--- src/rtl/route_pkg.sv ---
// Shared definitions for the select-router protocol (transmit router and route_unmux).
// Holds the word class enum, the select-code boundaries, and the class decode
// function, so both ends of the routed bus apply identical rules.
package route_pkg;

  // Word class carried with each recovered triple. CLS_ERROR never reaches an output.
  typedef enum logic [1:0] {
    CLS_DIRECT = 2'd0,
    CLS_SWAP   = 2'd1,
    CLS_C_ONLY = 2'd2,
    CLS_ERROR  = 2'd3
  } route_cls_e;

  // Select-code boundaries used by the router.
  localparam int unsigned SEL_DIRECT   = 0;
  localparam int unsigned SEL_SWAP_MAX = 5;
  localparam int unsigned SEL_C_LO     = 6;
  localparam int unsigned SEL_C_HI     = 7;

  // Classify a routed word from its select code s and the router's echo w.
  // Callers zero-extend their WIDTH-bit fields to 32 bits, which keeps the
  // comparison unsigned at the original width.
  // DIRECT and SWAP words are only trusted when the echo matches the select.
  // C_ONLY words carry no meaningful echo, so w is ignored for them.
  function automatic route_cls_e route_decode(input logic [31:0] s,
                                              input logic [31:0] w);
    route_cls_e cls;
    cls = CLS_ERROR;
    if (s == SEL_DIRECT) begin
      cls = (w == s) ? CLS_DIRECT : CLS_ERROR;
    end else if (s <= SEL_SWAP_MAX) begin
      cls = (w == s) ? CLS_SWAP : CLS_ERROR;
    end else if ((s >= SEL_C_LO) && (s <= SEL_C_HI)) begin
      cls = CLS_C_ONLY;
    end else begin
      cls = CLS_ERROR;
    end
    return cls;
  endfunction

endpackage

--- src/rtl/route_class_decode.sv ---
// Combinational class decode for one routed word.
// Ports: s_i (select code), w_i (router echo of s) in; cls_o (word class) out.
// Zero latency, no state. WIDTH must be at least 3 so that codes 6 and 7 exist.
module route_class_decode
  import route_pkg::*;
#(
  parameter int WIDTH = 4
) (
  input  logic [WIDTH-1:0] s_i,
  input  logic [WIDTH-1:0] w_i,
  output route_cls_e       cls_o
);

  logic [31:0] s_ext;
  logic [31:0] w_ext;

  // Zero-extend so the shared 32-bit decode compares unsigned at WIDTH bits.
  assign s_ext = 32'(s_i);
  assign w_ext = 32'(w_i);

  assign cls_o = route_decode(s_ext, w_ext);

endmodule

--- src/rtl/route_unmux.sv ---
// Receive-side unmux: recovers (a, b, c) from routed (v, y, t, w) under select s.
// Ports: clk/rst_n; in_valid/in_ready + in_s/in_v/in_y/in_t/in_w; out_valid/out_ready
// + out_a/out_b/out_c/out_cls; err_pulse/err_count for rejected words.
// Latency 1 (accept edge loads the output stage); in_ready drops only when the stage
// is full and the consumer is not draining it this cycle, so throughput is one per cycle.
module route_unmux
  import route_pkg::*;
#(
  parameter int WIDTH = 4,
  parameter int ERR_W = 8
) (
  input  logic             clk,
  input  logic             rst_n,
  // Routed word in
  input  logic             in_valid,
  output logic             in_ready,
  input  logic [WIDTH-1:0] in_s,
  input  logic [WIDTH-1:0] in_v,
  input  logic [WIDTH-1:0] in_y,
  input  logic [WIDTH-1:0] in_t,
  input  logic [WIDTH-1:0] in_w,
  // Recovered triple out
  output logic             out_valid,
  input  logic             out_ready,
  output logic [WIDTH-1:0] out_a,
  output logic [WIDTH-1:0] out_b,
  output logic [WIDTH-1:0] out_c,
  output logic [1:0]       out_cls,
  // Malformed-word reporting
  output logic             err_pulse,
  output logic [ERR_W-1:0] err_count
);

  typedef enum logic {
    ST_EMPTY = 1'b0,
    ST_FULL  = 1'b1
  } state_e;

  state_e state_q, state_d;

  // Output stage
  logic [WIDTH-1:0] out_a_q, out_a_d;
  logic [WIDTH-1:0] out_b_q, out_b_d;
  logic [WIDTH-1:0] out_c_q, out_c_d;
  route_cls_e       out_cls_q, out_cls_d;

  // Last successfully recovered a and b, reused by C_ONLY words
  logic [WIDTH-1:0] hold_a_q, hold_a_d;
  logic [WIDTH-1:0] hold_b_q, hold_b_d;

  // Error reporting
  logic             err_pulse_q, err_pulse_d;
  logic [ERR_W-1:0] err_count_q, err_count_d;

  route_cls_e       in_cls;
  logic             accept;
  logic             load;
  logic             reject;
  logic [WIDTH-1:0] rec_a;
  logic [WIDTH-1:0] rec_b;
  logic [WIDTH-1:0] rec_c;

  route_class_decode #(
    .WIDTH(WIDTH)
  ) u_class_decode (
    .s_i  (in_s),
    .w_i  (in_w),
    .cls_o(in_cls)
  );

  // in_ready is computed in the output process below; accept is gated by it,
  // so undefined input fields while in_valid=0 never reach any register.
  assign accept = in_valid && in_ready;
  assign load   = accept && (in_cls != CLS_ERROR);
  assign reject = accept && (in_cls == CLS_ERROR);

  // Undo the router's mapping for the decoded class.
  always_comb begin
    rec_a = in_v;
    rec_b = in_y;
    rec_c = in_t;
    case (in_cls)
      CLS_DIRECT: begin
        rec_a = in_v;
        rec_b = in_y;
        rec_c = in_t;
      end
      CLS_SWAP: begin
        rec_a = in_t;
        rec_b = in_y;
        rec_c = in_v;
      end
      CLS_C_ONLY: begin
        rec_a = hold_a_q;
        rec_b = hold_b_q;
        rec_c = in_v;
      end
      default: begin
        rec_a = in_v;
        rec_b = in_y;
        rec_c = in_t;
      end
    endcase
  end

  // ---------------------------------------------------------------------------
  // FSM: state register
  // ---------------------------------------------------------------------------
  always_ff @(posedge clk) begin
    if (!rst_n) begin
      state_q <= ST_EMPTY;
    end else begin
      state_q <= state_d;
    end
  end

  // ---------------------------------------------------------------------------
  // FSM: next state
  // ---------------------------------------------------------------------------
  always_comb begin
    state_d = state_q;
    case (state_q)
      ST_EMPTY: begin
        if (load) begin
          state_d = ST_FULL;
        end
      end
      ST_FULL: begin
        // Draining: refill only if a good word arrives in the same cycle.
        // An error word accepted here still leaves the stage empty.
        if (out_ready) begin
          state_d = load ? ST_FULL : ST_EMPTY;
        end
      end
      default: state_d = ST_EMPTY;
    endcase
  end

  // ---------------------------------------------------------------------------
  // FSM: outputs
  // ---------------------------------------------------------------------------
  // out_valid is masked by rst_n so no output handshake can complete in a
  // reset cycle, even though the state register only clears on the edge.
  always_comb begin
    in_ready  = rst_n && ((state_q == ST_EMPTY) || out_ready);
    out_valid = rst_n && (state_q == ST_FULL);
  end

  // ---------------------------------------------------------------------------
  // Datapath next state
  // ---------------------------------------------------------------------------
  always_comb begin
    out_a_d     = out_a_q;
    out_b_d     = out_b_q;
    out_c_d     = out_c_q;
    out_cls_d   = out_cls_q;
    hold_a_d    = hold_a_q;
    hold_b_d    = hold_b_q;
    err_pulse_d = reject;
    err_count_d = err_count_q;

    // A good word can only be accepted when the stage is empty or being
    // drained, so overwriting here never disturbs a stalled triple.
    if (load) begin
      out_a_d   = rec_a;
      out_b_d   = rec_b;
      out_c_d   = rec_c;
      out_cls_d = in_cls;
      hold_a_d  = rec_a;
      hold_b_d  = rec_b;
    end

    if (reject && (err_count_q != {ERR_W{1'b1}})) begin
      err_count_d = err_count_q + ERR_W'(1);
    end
  end

  always_ff @(posedge clk) begin
    if (!rst_n) begin
      out_a_q     <= '0;
      out_b_q     <= '0;
      out_c_q     <= '0;
      out_cls_q   <= CLS_DIRECT;
      hold_a_q    <= '0;
      hold_b_q    <= '0;
      err_pulse_q <= 1'b0;
      err_count_q <= '0;
    end else begin
      out_a_q     <= out_a_d;
      out_b_q     <= out_b_d;
      out_c_q     <= out_c_d;
      out_cls_q   <= out_cls_d;
      hold_a_q    <= hold_a_d;
      hold_b_q    <= hold_b_d;
      err_pulse_q <= err_pulse_d;
      err_count_q <= err_count_d;
    end
  end

  assign out_a     = out_a_q;
  assign out_b     = out_b_q;
  assign out_c     = out_c_q;
  assign out_cls   = out_cls_q;
  assign err_pulse = err_pulse_q;
  assign err_count = err_count_q;

endmodule

--- config.mk ---
export PLATFORM = sky130hd
export DESIGN_NAME = route_unmux
export DESIGN_NICKNAME = d
export VERILOG_FILES = /design/src/rtl/route_pkg.sv /design/src/rtl/route_class_decode.sv /design/src/rtl/route_unmux.sv
export SDC_FILE = /design/constraint.sdc
export NUM_CORES = 1
export LEC_CHECK = 0
export ABC_AREA = 1
export CORE_MARGIN = 8
export CORE_UTILIZATION = 32
export CTS_CLUSTER_DIAMETER = 30
export DETAILED_ROUTE_END_ITERATION = 12
export PLACE_DENSITY = 0.57
export SYNTH_ARGS = -nofsm -noshare
export SYNTH_HDL_FRONTEND = slang
export SYNTH_SLANG_ARGS = --single-unit
--- constraint.sdc ---
create_clock -name clk -period 4.2 [get_ports clk]
set_clock_uncertainty 0.1 [all_clocks]
set_input_delay 0.84 -clock clk [delete_from_list [all_inputs] [get_ports clk]]
set_output_delay 0.84 -clock clk [all_outputs]
set_load 0.03 [all_outputs]
Word level (Yosys, flattened, before mapping) --
Index checks and enable logic that the tools add are counted.
Word-level totals: input bits 24, logic and storage cells 40, register bits after elaboration 24
Cells by class: add/sub/neg operators 1, equal/unequal tests 6, reductions and logical operators 11, bitwise gates (word level) 2, muxes and demuxes 10, order comparisons 3
Operators by type and width (count):
- $logic_not 32->1 | 1
- $add 8x1->8 const B | 1
- $le 4x3->1 const B | 2
- $mux 2 | 4
- $ne 8x8->1 const B | 1
- $pmux 4 s2 | 1
- $logic_and 1x1->1 | 7
- $eq 2x2->1 const B | 2
- $eq 4x4->1 | 1
- $ge 4x3->1 const B | 1
- $mux 4 | 1
- $mux 1 | 3
- $eq 2x1->1 const B | 1
- $ne 2x2->1 const B | 1
- $not 1->1 | 2
- $pmux 1 s2 | 1
- $reduce_and 2->1 | 1
- $reduce_or 2->1 | 1
- $logic_or 1x1->1 | 1

Logic depth before layout (Yosys ltp) --
Gate-level depths: netlist of the first run.
word-level depth 10, mapped depth 15, depth with buffers taken out 14

By module --
From an unflattened synthesis of the first run, not the netlist that was laid out.
Second synthesis, totals: cell total of the unflattened synthesis 225, area, all modules 1377.6 µm²
By module, submodules not included:
- route_unmux | instances 1, seq. area each 480.5 µm², cells each 195, area each 1251.2 µm²
- route_class_decode | instances 1, seq. area each 0.0 µm², cells each 30, area each 126.4 µm²

Worst setup path before layout of the first run --
OpenSTA, ideal clock, no wires.
path kind in2out, start input port rst_n, end output port in_ready, stages 4, slack 1.573 ns, data arrival time 1.687 ns, path through buf_4 > inv_1 > buf_2 > a21oi_1
Between the ends: word-level cells in the longest chain between the ends 1
Ends and longest elaborated chain:
- start, declared | line route_unmux.sv:13 | input logic rst_n,
- $logic_and 1x1->1 | line route_unmux.sv:145 | in_ready = rst_n && ((state_q == ST_EMPTY) || out_ready);
- end, declared | line route_unmux.sv:16 | output logic in_ready,
Every way passes these cells.

Worst setup path in the final report of the first run --
Same ends and word-level chain as after synthesis.

==> results of run 1 <==
-- metal layers --
layer,routed length (um),vias to the layer above,track usage,part of all wire
met4,19,0,0.0214,0.0059
li1,-,720,-,-
met1,1420,526,0.110,0.44
met5,0,-,0,0
met2,1490,33,0.181,0.46
met3,291,4,0.0536,0.090
-- worst max-delay path by stage --
stage	from	endpoint	slack, ns	cells past startpoint
global placement	rst_n	in_ready	0.87	4
floorplan	rst_n	in_ready	1.57	4
finish	rst_n	in_ready	0.87	4
detailed placement	rst_n	in_ready	0.86	4
global route	rst_n	in_ready	0.77	4
CTS	rst_n	in_ready	0.85	4
-- per-stage QoR --
| stage | util | hold WS [ns] |
|---|---|---|
| detailed placement | 0.464 | 0.365 |
| finish | 0.478 | 0.374 |
| global placement | 0.464 | 0.363 |
| global route | 0.478 | 0.400 |
| CTS | 0.478 | 0.379 |
| floorplan | - | 0.428 |
-- registers in the layout, summed over array words and instances, names as in the netlist --
register / cells
err_pulse: 1
hold_a_q: 4
out_cls: 2
state_q: 1
err_count: 8
hold_b_q: 4
out_c: 4
-- worst max-delay path: stages --
cell and delay (ns):
clkdlybuf4s50_1 0.47, inv_1 0.20, a21oi_1 0.18, clkdlybuf4s50_1 0.69
-- power by group through the flow --
stage                     sequential, mW  combinational [mW]  clock [mW]
after floorplan                    0.254              0.0385           0
after global placement             0.243              0.0923           0
after detailed placement           0.243              0.0923           0
after CTS                          0.237              0.0927       0.169
after global routing               0.239               0.101       0.182
final                              0.237              0.0914       0.161
-- logic make-up after synthesis --
| logic type | count (synthesis) | share of synthesized area |
|---|---|---|
| buffers and inverters | 32 | 0.100 |
| and+or+nand+nor | 108 | 0.356 |
| DFF | 24 | 0.359 |
| adders and majority gates | 4 | 0.0374 |
| AOI/OAI and AO/OA | 32 | 0.134 |
| xor gates and xnor gates | 2 | 0.0131 |
-- cells in the final DEF (no fill, tap or decap), types with 2 or more instances in the layout --
cell type        Yosys  layout
a21oi_1             12      12
a21oi_2              5       5
clkbuf_8             0       4
clkdlybuf4s50_1      0      48
dfxtp_1             24      24
ha_1                 4       4
inv_1               27      27
nand2_1             60      60
nand2_2              2       2
nand3_1              4       4
nor2_1              31      31
nor2_2               2       2
nor3_1               2       2
o21ai_0             15      15
xnor2_1              2       2
-- final cells by class --
type | instances | area, um^2
fill | 411 | 2090
multi-input combinational | 146 | 723
timing repair buffer | 49 | 488
sequential | 24 | 480
inverter | 27 | 101
tap | 50 | 62.6
clock buffer | 4 | 55.1
==> run metrics, run 1 <==
cell taking the most area after synthesis dfxtp_1; TritonCTS Sinks 24; result of the run completed; fraction of layout instances using a drive strength above 1 0.0760; nets in the synthesized netlist between 200 and 250; relative max-transition margin 0.703; buffer cell driving the clock tree root clkbuf_8; Setup Total Neg Slack 0 ns; Setup Viol. Count Final 0; commonest register cell after synthesis dfxtp_1; # DRC 0; I/O pin count between 40 and 50; post-synthesis instance area 0.00134 mm^2; Post-Layout Inst Area 0.00191 mm^2; number of vias per cell 4.28; type of the tightest min-delay check flip-flop to flip-flop; post-synthesis async set-or-reset flop share 0; most frequent cells after synthesis nand2_1 (60), nor2_1 (31), inv_1 (27), dfxtp_1 (24), o21ai_0 (15); average size of a mapped cell between 6 and 7 um^2; Setup Fix Bufs, Post-CTS 0; CTS max path bufs 2; number of antenna violations at the first check in global routing 0; number of placement rows 23; GR Overflow Total 0; placed wire-length estimate 2.54 mm; number of enable flip-flop cells after synthesis 0; count of vias placed by the detailed router approximately 1300; arrival time of data at the critical path endpoint 2.39 ns; worst r2r src err_count[1]$_SDFFE_PN0P_; maximum number of pins on one net before global-route repair 17; sequential power share 0.485; total power 490 uW; post-layout net count between 200 and 300; total routed wirelength between 3 and 4 mm; Seq/Total Area, Yosys 0.359; clock group share of total power 0.329; worst reg-to-reg path cell count 6; type of origin of the critical path input port; effective utilization at floorplan 0.334; Yosys warning count 0; number of buffers added by the clock tree synthesis step 3; number of cells produced by synthesis roughly 200; clock insertion delay at the later pin of the skew report approximately 0.27 ns; hold-fix buffer count after cts 0; power dissipated by switching net loads 129 uW; GRT Overall Usage 0.104; first-pass GRT wire length ~5.5 mm; detail-routed net length per standard cell around 11 um; Iter 0 DRT Violations 48; P per Cell Area 256 mW/mm^2; critical-path maximum fanout 11; terminating pin of the worst hold path out_c[2]$_SDFFE_PN0P_; Chip Height 80.7 um; Peak Freq 300 MHz; number of diodes 0; area post-placement 0.00186 mm^2; Detail Route Antenna Nets 0; Cells after DPL 296; floorplan die width approximately 81 um; post_cts resized 0; Final Instance Count excl. Fillers 300; element type at the critical path end output pin; area of the core 0.00400 mm^2; number of pins with negative max-slew slack in the final report 0; top-area cell type share of the netlist area 0.359; portion of total power attributed to combinational logic 0.187; count of buffers inserted at the top-level ports 48; post-synthesis register bit count 24; worst hold path depth 2; Worst VDD drop 0.210 mV; setup slack on the worst flop-to-flop path 2.69 ns; post-route minimum period approximately 3.3 ns; routability cong. 0.736; Req. time, crit path 3.26 ns; transition time at the pin with the least slew margin 0.445 ns; number of global-route vias before repair 1267; number of iterations in the first detailed-routing pass 4; count leader, synth nand2_1; setup repair after global routing missed its margin no; number of H-tree branching levels 1; Setup Crit Path Kind input port to output pin; post-placement setup slack between 0.8 and 0.9 ns; r2r endpoint err_count[0]$_SDFFE_PN0P_; CTS tree done; final clock period utilization by the worst path 0.793; top area cells in the synthesized netlist dfxtp_1 (36%), nand2_1 (17%), nor2_1 (8.7%); die footprint 0.00650 mm^2; cell leakage power between 0.8 and 0.9 nW; count of final hold-check violations 0; switching portion of total power 0.264; # Max-Cap Violations 0; number of library cell types mapped by synthesis 24; clock-pin slew reported for the worst setup and hold paths after clock tree synthesis 0.09 ns; post-synthesis to final-layout area growth 42.8%; fin worst setup slack approximately 0.87 ns; worst hold start out_c[2]$_SDFFE_PN0P_; Int Pwr roughly 360 uW
(Power assumes the default switching activity.)
==> run 2: changes to the inputs <==
PLACE_DENSITY = 0.59   (was 0.57)
clock period = 3.05 ns   (was 4.2 ns; I/O delays follow)
==> run metrics, run 2 (synthesis results as in run 1) <==
count of vias placed by the detailed router 1324 (was 1283); highest routing layer actually used met4 (unchanged); register cell area after layout 480 um^2 (unchanged); post-route minimum period 2.65 ns; clock-pin slew reported for the worst setup and hold paths after clock tree synthesis 0.09 ns (about the same); arrival time of data at the critical path endpoint 2.72 ns (was 2.39 ns); Setup Fix Bufs, Post-CTS 0 (unchanged); clock insertion delay at the later pin of the skew report 0.26 ns (was 0.27 ns); portion of total power attributed to combinational logic 0.189 (was 0.187); Req. time, crit path 3.12 ns (was 3.26 ns); post-layout net count 280 (was 279); TritonCTS Sinks 24 (unchanged); maximum number of pins on one net before global-route repair 17 (unchanged); # Max-Cap Violations 0 (unchanged); CTS max path bufs 2 (unchanged); fin worst setup slack 0.401 ns (was 0.869 ns); multi-input gate area in the final layout 723 um^2 (unchanged); GR Overflow Total 0 (unchanged); post-synthesis to final-layout area growth 43.0% (was 42.8%); Setup Viol. Count Final 0 (unchanged); count of buffers inserted at the top-level ports 48 (unchanged); total routed wirelength 3.39 mm (was 3.22 mm); max FFs per register 8 (unchanged); final clock period utilization by the worst path 0.869; hold-fix buffer count after cts 0 (unchanged); number of diodes 0 (unchanged); die footprint 0.00650 mm^2 (unchanged); type of the tightest min-delay check flip-flop to flip-flop (unchanged); Setup Crit Path Kind input port to flip-flop (was input port to output pin); WP buf/inv 5 (was 3); CTS tree done (unchanged); Detail Route Antenna Nets 0 (unchanged); first-pass GRT wire length 5.64 mm (was 5.46 mm); element type at the critical path end flip-flop (was output pin); Peak Freq between 300 and 400 MHz; dominant delay contributor by cell family on the critical path simple AND/OR/NAND/NOR gates (was buffers and inverters); setup repair after global routing missed its margin no (unchanged); total power 672 uW (was 490 uW); sequential power share 0.486 (was 0.485); type of origin of the critical path input port (unchanged); floorplan die width 80.7 um (unchanged); relative max-transition margin 0.686 (was 0.703); number of vias per cell 4.40 (was 4.28); switching portion of total power 0.262 (was 0.264); buffer cell driving the clock tree root clkbuf_8 (unchanged); highest cell delay on the worst timing path 0.51 ns (was 0.69 ns); Worst VDD drop 0.293 mV (was 0.210 mV); fraction of layout instances using a drive strength above 1 0.0876 (was 0.0760); routed metal-1 wirelength 1.55 mm (was 1.42 mm); GRT Overall Usage 0.107 (was 0.104); area post-placement 0.00186 mm^2 (about the same); routability cong. 0.745 (was 0.736); commonest non-fill, non-tap cell in the layout nand2_1 (unchanged); number of global-route vias before repair 1299 (was 1267); transition time at the pin with the least slew margin 0.471 ns (was 0.445 ns); I/O pin count 49 (unchanged); post-placement setup slack 0.112 ns (was 0.856 ns); number of iterations in the first detailed-routing pass 4 (unchanged); highest-count cells in the layout ignoring fill and taps nand2_1 (60), clkdlybuf4s50_1 (46), nor2_1 (31) (was nand2_1 (60), clkdlybuf4s50_1 (48), nor2_1 (31)); Post-Layout Inst Area 0.00191 mm^2 (about the same); power dissipated by switching net loads 176 uW (was 129 uW); Int Pwr 496 uW (was 360 uW); ordered cell list for the critical path clkdlybuf4s50_1, inv_1, nand2_1, nand2_1, nor2_1, nand3_1, nand2_1, inv_1, ha_1, inv_1, nand4_4, nor2_4, inv_1, nor2_1, nor2_1 (was clkdlybuf4s50_1, inv_1, a21oi_1, clkdlybuf4s50_1); Chip Height 80.7 um (unchanged); # DRC 0 (unchanged); number of H-tree branching levels 1 (unchanged); effective utilization at floorplan 0.334 (unchanged); cell leakage power 0.809 nW (was 0.801 nW); placed wire-length estimate 2.64 mm (was 2.54 mm); P per Cell Area 351 mW/mm^2 (was 256 mW/mm^2); clock group share of total power 0.324 (was 0.329); result of the run completed (unchanged); count of filler cells inserted in the layout 424 (was 411); area of the core 0.00400 mm^2 (unchanged); Cells after DPL 297 (was 296); detail-routed net length per standard cell 11.3 um (was 10.7 um); post_cts resized 0 (unchanged); number of antenna violations at the first check in global routing 0 (unchanged); number of pins with negative max-slew slack in the final report 0 (unchanged); count of final hold-check violations 0 (unchanged); Setup Total Neg Slack 0 ns (unchanged); dominant cell type by count on the critical path inv_1 (was clkdlybuf4s50_1); Iter 0 DRT Violations 88 (was 48); critical-path maximum fanout 13 (was 11); Final Instance Count excl. Fillers 301 (was 300); number of buffers added by the clock tree synthesis step 3 (unchanged); amount of wire on met2 after detailed routing 1.50 mm (was 1.49 mm); DR WL met3 327 um (was 291 um); number of placement rows 23 (unchanged); critical path's slowest cell clkdlybuf4s50_1 (unchanged)
[run 2: changes by cell type in the layout (fill, tap and decap cells not counted), sizes merged]
cell           previous run  this run
clkdlybuf4s50            48        46
buf                       1         4
[run 2: area by class of cell]
type | count | share of cell area
repair buffers | 50 | 0.256
inverters | 27 | 0.0530
well taps | 50 | 0.0327
clock buffers | 4 | 0.0288
flip-flops and latches | 24 | 0.251
multi-input cells | 146 | 0.378
[run 2: power groups by stage]
stage | Combinational [mW] | Clock, mW | Sequential [mW]
2_1_floorplan | 0.0530 | 0 | 0.349
3_3_place_gp | 0.129 | 0 | 0.334
3_5_place_dp | 0.128 | 0 | 0.334
4_1_cts | 0.129 | 0.229 | 0.327
5_1_grt | 0.141 | 0.243 | 0.328
6_report | 0.127 | 0.218 | 0.327
[run 2: layer usage]
layer	track usage	vias up
met4	0.0107	0
met1	0.126	567
met2	0.172	34
li1	-	721
met5	0	-
met3	0.0558	2
[run 2: path summary, 6_finish.rpt]
check | start | end | slack [ns] | depth (start not counted)
setup reg to reg | err_count[1]$_SDFFE_PN0P_ | err_count[0]$_SDFFE_PN0P_ | 1.57 | 6
setup / recovery | in_s[1] | hold_b_q[0]$_SDFFE_PN0P_ | 0.40 | 15
hold / removal | out_c[3]$_SDFFE_PN0P_ | out_c[3]$_SDFFE_PN0P_ | 0.38 | 2
hold reg to reg | out_c[3]$_SDFFE_PN0P_ | out_c[3]$_SDFFE_PN0P_ | 0.38 | 2
[run 2: worst min-delay path, stage by stage, from the launching register on]
cell	delay, ns
dfxtp_1	0.32
nand2_1	0.06
a21oi_1	0.06
[run 2: stage by stage]
stage          hold slack (ns)  utilization
6_report                 0.376        0.478
5_1_grt                  0.396        0.478
4_1_cts                  0.375        0.478
3_5_place_dp             0.359        0.464
3_3_place_gp             0.352        0.464
2_1_floorplan            0.428            -
==> run 3: changes to the inputs <==
--- a/config.mk
+++ b/config.mk
@@ -13,2 +13,3 @@
 export PLACE_DENSITY = 0.59
+export SETUP_SLACK_MARGIN = 0.4
 export SYNTH_ARGS = -nofsm -noshare
==> constraint.sdc (replaced) <==
create_clock -name clk -period 3.05 [get_ports clk]
set_clock_uncertainty 0.1 [all_clocks]
set_input_delay 0.4575 -clock clk [delete_from_list [all_inputs] [get_ports clk]]
set_output_delay 0.4575 -clock clk [all_outputs]
set_load 0.03 [all_outputs]
==> run metrics, run 3 (synthesis results as in run 1) <==
result of the run completed (unchanged); buffer cell driving the clock tree root clkbuf_8 (unchanged); GRT met2 Usage 0.171 (was 0.172); number of global-route vias before repair 1284 (was 1299); Setup Viol. Count Final 0 (unchanged); clock group share of total power 0.381 (was 0.324); number of iterations in the first detailed-routing pass 4 (unchanged); sequential power share 0.445 (was 0.486); ordered cell list for the critical path clkdlybuf4s50_1, inv_1, nand2_1, nand2_1, nor2_1, nand3_1, nand2_1, inv_1, ha_1, inv_1, nand4_4, nor2_4, buf_12, nand2_1, nand2_1, nor2_1 (was clkdlybuf4s50_1, inv_1, nand2_1, nand2_1, nor2_1, nand3_1, nand2_1, inv_1, ha_1, inv_1, nand4_4, nor2_4, inv_1, nor2_1, nor2_1); GR Util met3 0.0558 (unchanged); power dissipated by switching net loads 177 uW (was 176 uW); post-layout net count 280 (unchanged); floorplan die width 80.7 um (unchanged); total power 735 uW (was 672 uW); utilization after layout 0.488 (was 0.478); I/O pin count 49 (unchanged); clock-pin slew reported for the worst setup and hold paths after clock tree synthesis 0.08 ns (was 0.09 ns); CTS tree done (unchanged); TritonCTS Sinks 24 (unchanged); area of the core 0.00400 mm^2 (unchanged); fraction of layout instances using a drive strength above 1 0.0916 (was 0.0876); Setup Crit Path Kind input port to flip-flop (unchanged); count of vias placed by the detailed router 1315 (was 1324); count of buffers inserted at the top-level ports 48 (unchanged); portion of total power attributed to combinational logic 0.175 (was 0.189); number of antenna violations at the first check in global routing 0 (unchanged); highest-count cells in the layout ignoring fill and taps nand2_1 (60), clkdlybuf4s50_1 (47), nor2_1 (30) (was nand2_1 (60), clkdlybuf4s50_1 (46), nor2_1 (31)); Detail Route Antenna Nets 0 (unchanged); area post-placement 0.00185 mm^2 (was 0.00186 mm^2); Worst VDD drop 0.181 mV (was 0.293 mV); post-route minimum period 2.41 ns (was 2.65 ns); GR Overflow Total 0 (unchanged); dominant cell type by count on the critical path nand2_1 (was inv_1); GRT Overall Usage 0.106 (was 0.107); commonest non-fill, non-tap cell in the layout nand2_1 (unchanged); critical path's slowest cell clkdlybuf4s50_1 (unchanged); number of H-tree branching levels 1 (unchanged); # Max-Cap Violations 0 (unchanged); Chip Height 80.7 um (unchanged); switching portion of total power 0.241 (was 0.262); routability cong. 0.706 (was 0.745); clock insertion delay at the later pin of the skew report 0.27 ns (was 0.26 ns); Iter 0 DRT Violations 18 (was 88); detail-routed net length per standard cell 11.0 um (was 11.3 um); first-pass GRT wire length 5.64 mm (about the same); count of filler cells inserted in the layout 413 (was 424); type of the tightest min-delay check flip-flop to flip-flop (unchanged); count of final hold-check violations 0 (unchanged); critical-path maximum fanout 11 (was 13); element type at the critical path end flip-flop (unchanged); register cell area after layout 480 um^2 (unchanged); transition time at the pin with the least slew margin 0.433 ns (was 0.471 ns); hold-fix buffer count after cts 0 (unchanged); die footprint 0.00650 mm^2 (unchanged); arrival time of data at the critical path endpoint 2.48 ns (was 2.72 ns); number of diodes 0 (unchanged); total routed wirelength 3.32 mm (was 3.39 mm); type of origin of the critical path input port (unchanged); Int Pwr 558 uW (was 496 uW); max FFs per register 8 (unchanged); placed wire-length estimate 2.65 mm (was 2.64 mm); post-synthesis to final-layout area growth 45.8% (was 43.0%); met1 demand-to-capacity share in global routing 0.117 (was 0.126); # DRC 0 (unchanged); number of pins with negative max-slew slack in the final report 0 (unchanged); Req. time, crit path 3.12 ns (about the same); Post-Layout Inst Area 0.00195 mm^2 (was 0.00191 mm^2); number of buffers added by the clock tree synthesis step 3 (unchanged); highest cell delay on the worst timing path 0.50 ns (was 0.51 ns); cell leakage power 0.809 nW (about the same); final clock period utilization by the worst path 0.790 (was 0.869); number of vias per cell 4.37 (was 4.40); Peak Freq 415 MHz (was 377 MHz); most used routing layer in global routing met2 (unchanged); number of placement rows 23 (unchanged); P per Cell Area 377 mW/mm^2 (was 351 mW/mm^2); CTS max path bufs 2 (unchanged); relative max-transition margin 0.711 (was 0.686); multi-input gate area in the final layout 726 um^2 (was 723 um^2); Setup Total Neg Slack 0 ns (unchanged); effective utilization at floorplan 0.334 (unchanged); maximum number of pins on one net before global-route repair 17 (unchanged); setup repair after global routing missed its margin no (unchanged)
[run 3: metal layers]
| layer | wire length (um) | part of all wire |
|---|---|---|
| met5 | 0 | 0 |
| met4 | 47 | 0.014 |
| met3 | 342 | 0.10 |
| met2 | 1470 | 0.44 |
| met1 | 1460 | 0.44 |
[run 3: layout make-up]
| type | count | share of cell area |
|---|---|---|
| clock buffers | 3 | 0.0212 |
| clock inverters | 1 | 0.0154 |
| inverters | 27 | 0.0539 |
| flip-flops and latches | 24 | 0.246 |
| well taps | 50 | 0.0321 |
| repair buffers | 50 | 0.259 |
| multi-input cells | 146 | 0.372 |
[run 3: final timing paths]
kind / start / endpoint / slack, ns / cells past startpoint
worst max-delay path: in_s[1] / hold_a_q[3]$_SDFFE_PN0P_ / 0.64 / 16
worst min-delay path: out_c[3]$_SDFFE_PN0P_ / out_c[3]$_SDFFE_PN0P_ / 0.37 / 2
worst max register to register: err_count[0]$_SDFFE_PN0P_ / err_count[0]$_SDFFE_PN0P_ / 1.58 / 6
worst min register to register: out_c[3]$_SDFFE_PN0P_ / out_c[3]$_SDFFE_PN0P_ / 0.37 / 2
[run 3: per-stage QoR]
step	cells	hold slack [ns]	setup slack, ns
after floorplan	202	0.428	1.05
after global placement	296	0.356	0.230
after detailed placement	296	0.365	0.219
after CTS	300	0.376	0.511
after global routing	301	0.392	0.408
final	301	0.373	0.640
[run 3: what timing repair did]
action	4_1_cts	5_1_grt
setup endpoints to repair	0	9
buffers inserted	0	1
resized for setup	0	2
[run 3: power groups by stage]
stage | clock network [mW] | logic [mW] | registers, mW
2_1_floorplan | 0 | 0.0530 | 0.349
6_report | 0.280 | 0.128 | 0.327
3_5_place_dp | 0 | 0.128 | 0.334
3_3_place_gp | 0 | 0.128 | 0.335
4_1_cts | 0.295 | 0.128 | 0.327
5_1_grt | 0.307 | 0.143 | 0.328
[run 3: worst max-delay path: cells and delay by family]
family        cells  cell delay, ns
fa+ha+maj         1            0.22
simple gates     10            0.93
buf+inv           5            0.87
